==> config.mk <==
export PLATFORM = sky130hd
export DESIGN_NAME = count_led_display
export DESIGN_NICKNAME = d
export VERILOG_FILES = /design/src/rtl/count_led_display.sv
export SDC_FILE = /design/constraint.sdc
export NUM_CORES = 1
export LEC_CHECK = 0
export CORE_ASPECT_RATIO = 0.6
export CORE_MARGIN = 4
export CORE_UTILIZATION = 55
export DETAILED_ROUTE_END_ITERATION = 8
export HOLD_SLACK_MARGIN = 0.03
export PLACE_DENSITY = 0.77
export SYNTH_ARGS = -nofsm -noshare
export SYNTH_HDL_FRONTEND = slang
export SYNTH_SLANG_ARGS = --single-unit
==> constraint.sdc <==
create_clock -name CLK -period 3.3 [get_ports CLK]
set_input_delay 0.33 -clock CLK [delete_from_list [all_inputs] [get_ports CLK]]
set_output_delay 0.33 -clock CLK [all_outputs]
set_load 0.02 [all_outputs]
==> src/rtl/count_led_display.sv <==
// Samples the shared-clock 4-bit counter once per prescaler period and shows
// the captured value on PWM-dimmed LEDs, with a heartbeat and sticky overrun flag.
module count_led_display #(
  parameter int WIDTH     = 4,
  parameter int DIV_WIDTH = 23,
  parameter int PWM_BITS  = 4
) (
  input  logic                CLK,
  input  logic                RST_N,
  input  logic                RDY_count_value,
  input  logic [WIDTH-1:0]    count_value,
  output logic                EN_count_value,
  input  logic [PWM_BITS-1:0] brightness,
  output logic [WIDTH-1:0]    leds,
  output logic                heartbeat,
  output logic                overrun
);

  localparam logic [0:0] IDLE = 1'b0;
  localparam logic [0:0] REQ  = 1'b1;

  localparam logic [DIV_WIDTH-1:0] DIV_ONE = DIV_WIDTH'(1);
  localparam logic [PWM_BITS-1:0]  PWM_ONE = PWM_BITS'(1);

  logic [DIV_WIDTH-1:0] r_prescaler;
  logic [PWM_BITS-1:0]  r_pwmCnt;
  logic [PWM_BITS-1:0]  r_duty;
  logic [WIDTH-1:0]     r_shown;
  logic [WIDTH-1:0]     r_leds;
  logic [0:0]           r_state;
  logic                 r_enLast;
  logic                 r_heartbeat;
  logic                 r_overrun;

  logic                 w_tick;
  logic                 w_capture;
  logic                 w_on;
  logic [WIDTH-1:0]     w_shownNext;

  assign w_tick = (r_prescaler == '1);

  // r_enLast blocks a second pulse when a tick re-enters REQ on the completing cycle
  assign w_capture      = (r_state == REQ) & RDY_count_value & ~r_enLast;
  assign EN_count_value = w_capture;

  assign w_on        = (r_duty == '1) ? 1'b1 : (r_pwmCnt < r_duty);
  assign w_shownNext = w_capture ? count_value : r_shown;

  assign leds      = r_leds;
  assign heartbeat = r_heartbeat;
  assign overrun   = r_overrun;

  always_ff @(posedge CLK or negedge RST_N) begin
    if (!RST_N) begin
      r_prescaler <= '0;
      r_pwmCnt    <= '0;
      r_duty      <= '0;
    end else begin
      r_prescaler <= r_prescaler + DIV_ONE;
      r_pwmCnt    <= r_pwmCnt + PWM_ONE;
      if (r_pwmCnt == '1) begin
        r_duty <= brightness;
      end
    end
  end

  always_ff @(posedge CLK or negedge RST_N) begin
    if (!RST_N) begin
      r_state     <= IDLE;
      r_enLast    <= 1'b0;
      r_shown     <= '0;
      r_leds      <= '0;
      r_heartbeat <= 1'b0;
      r_overrun   <= 1'b0;
    end else begin
      r_enLast <= w_capture;
      r_shown  <= w_shownNext;
      // leds take the freshly captured value on the capture edge itself
      r_leds   <= w_shownNext & {WIDTH{w_on}};
      if (w_capture) begin
        r_heartbeat <= ~r_heartbeat;
      end
      case (r_state)
        IDLE: begin
          if (w_tick) begin
            r_state <= REQ;
          end
        end
        REQ: begin
          if (w_capture) begin
            r_state <= w_tick ? REQ : IDLE;
          end else if (w_tick) begin
            r_overrun <= 1'b1;
          end
        end
        default: r_state <= IDLE;
      endcase
    end
  end

endmodule
==> reports/summary.txt <==
Placed Cells - 198
Unique masters post-synth - 26
Worst Path Arrival - 1.79 ns
Switching Power - 209.7 µW
CTS Hold Buffers Added - 0
Core area - 3003 µm²
Pwr/cell area - 484.7 nW/µm²
Least-Margin Pin Slew - 0.8947 ns
Outcome - finished, final reports clean
Buffers added on ports - 17
Post-synth top flop - dfrtp_1
Core Util, Final - 71.46%
Setup WS pre-CTS - 1.177 ns
Die Height - 52.49 µm
Crit Path Class - input pin to primary output
DP HPWL - 2255 µm
Hold Vio Cnt, Final - 0
Clock skew - 0.006393 ns
Leakage Power - 0.001026 µW
Layout filler cell count - 199
Seq/Total Area, Yosys - 59.31%
Register-to-register setup slack - 1.49 ns
Clock power share - 39.3%
Initial antenna violation count - 0
CTS tree - built
PnR worst setup slack - 1.177 ns
Sequential power share - 53.2%
Seq cells post-synth - 43
Reg2reg start - r_prescaler[0]
WL final - 3148 µm
HP Class - input pin to async pin
Period utilization - 64.32%
# IOs - 18
Overflow left after global routing - 0
Top-count cell post-synth - dfrtp_1
Syn Inst Count - 140
Wire per inst - 15.28 µm
Mean Syn Cell Area - 12.96 µm²
R2R Path End - r_prescaler[18]
Worst vdd ir - 0.0003576 V
CP endpoint kind - primary output
Fmax - 471.1 MHz
# resized after CTS - 0
H-tree levels - 2
Sink Count - 43
WHS - 0.1645 ns
1st-iter DRT viols - 68
Final Non-Filler Cells - 206
Post-CTS setup buffer count - 0
FP Rows - 15
Async SR Flop Fraction - 100.0%
Fin nets - 179
Vias per inst - 5.325
Final setup fails - 0
Die width - 82.15 µm
Via count - 1097
Period minus WS final - 2.123 ns
Layout area overhead - 18.28%
Synth top area share - 59.31%
Skew-Pair Late Insertion Delay - 0.29 ns
Routability cong. - 0.7620
Largest fanout on the critical path - 6
Remaining DRCs - 0
Clock Tree Buf Depth - 2
Die ar. - 4312 µm²
First-pass detailed-route iteration total - 4
R2R cell count - 5
Syn Nets - 156
Slew margin rel. - 40.36%
First-pass GRT wire length - 5671 µm
Req. time, crit path - 2.97 ns
Ys Warns - 0
Antenna Cells - 0
Largest net degree at the start of global routing - 44
Layout cell share with drive strength beyond 1 - 14.02%
RSZ-0062 raised after global routing - no
Synth top cells by count - dfrtp_1, xnor2_1, inv_1, nand3_1, mux2_2
Final slew viol count - 0
Initial cell density of the core - 60.42%
Num CTS Buffers - 5
Type of origin of the critical path - input pin
Synth area leader - dfrtp_1
Vias in the first global route - 1168
Total track usage - 18.12%
EDFF count, synth - 0
Synth Cell Area - 1814 µm²
Setup_tns - 0 ns
Post-DRT Antenna Nets - 0
MaxCap Viol Count - 0
Comb pwr share - 7.5%
Top cells by area, synth - dfrtp_1, xnor2_1, mux2_2, ha_1, nand3_1
Sw Share - 20.16%
Root Buffer - clkbuf_8
Int Pwr - 830.5 µW
Clock slew at reported path FFs - 0.07 ns
registers in the layout, indices dropped and copies added (netlist names):
signal / flops
r_prescaler: 23
heartbeat: 1
r_pwmCnt: 4
overrun: 1
r_shown: 4
r_enLast: 1
r_state: 1
r_duty: 4
leds: 4
cells by family after synthesis:
group           synth area share, %
fa+ha+maj                     3.448
mux                           4.966
simple gates                  14.14
xor+xnor                      11.59
buf+inv                       2.276
compound gates                4.276
flops                         59.31
power groups by stage:
stage | Sequential, µW | Combinational (µW) | Clock, µW
4_1_cts | 553 | 79.4 | 421
5_1_grt | 556 | 86.2 | 445
3_3_place_gp | 563 | 77.3 | 0
6_report | 553 | 77.9 | 409
2_1_floorplan | 575 | 19.4 | 0
3_5_place_dp | 564 | 78.9 | 0
worst max-delay path, stage by stage:
cell,delay [ns]
clkdlybuf4s50_1,0.49
nand3b_1,0.22
inv_1,0.14
clkdlybuf4s50_1,0.61
worst max path at each step:
| stage | end | depth (start not counted) | from | slack, ns |
|---|---|---|---|---|
| CTS | EN_count_value | 4 | RDY_count_value | 1.17 |
| global route | EN_count_value | 4 | RDY_count_value | 1.07 |
| floorplan | overrun | 5 | r_prescaler[0] | 1.84 |
| global placement | EN_count_value | 4 | RDY_count_value | 1.22 |
| finish | EN_count_value | 4 | RDY_count_value | 1.18 |
| detailed placement | EN_count_value | 4 | RDY_count_value | 1.18 |
cell type report:
class	count	area, µm²	area share [%]
inverter	10	37.54	1.749
clock buffer	6	82.58	3.848
multi-input combinational	86	696.9	32.48
clock inverter	2	35.03	1.633
timing repair buffer	17	165.2	7.697
tap	42	52.55	2.449
sequential	43	1076	50.15
layout by cell type, fill, tap and decap left out:
master	netlist	layout
a211o_1	1	1
clkbuf_8	0	6
and3_1	4	4
dfrtp_1	43	43
clkdlybuf4s50_1	0	16
o21ai_0	2	2
a41oi_1	1	1
nand2b_1	1	1
o31ai_2	1	1
mux2_2	8	8
nand2_1	7	7
a21o_1	1	1
nand3_2	1	1
clkinv_2	0	1
bufinv_16	0	1
inv_1	10	10
xnor2_1	19	19
nor2_1	4	4
nand4_1	4	4
and3_2	1	1
a21boi_0	4	4
nand3_4	1	1
and4_1	2	2
ha_1	5	5
xor2_1	5	5
buf_2	0	1
nand3b_1	1	1
nand3_1	10	10
nor4_4	2	2
and2_1	1	1
metal layers:
layer  global-route usage [%]  share of wire, %  vias to the layer above
li1                         -                 -                      521
met1                    23.42                46                      549
met2                    30.43                48                       25
met3                    4.639               5.0                        2
met4                    4.972              0.41                        0
met5                        0                 0                        -
metrics by stage:
| stage | cell area, µm² | total power (µW) |
|---|---|---|
| after floorplan | 1814 | 594.8 |
| after global placement | 2028 | 640.3 |
| after detailed placement | 2028 | 642.8 |
| after CTS | 2146 | 1053 |
| after global routing | 2146 | 1087 |
| final | 2146 | 1040 |
No activity file was read; power rests on OpenSTA's default activity.
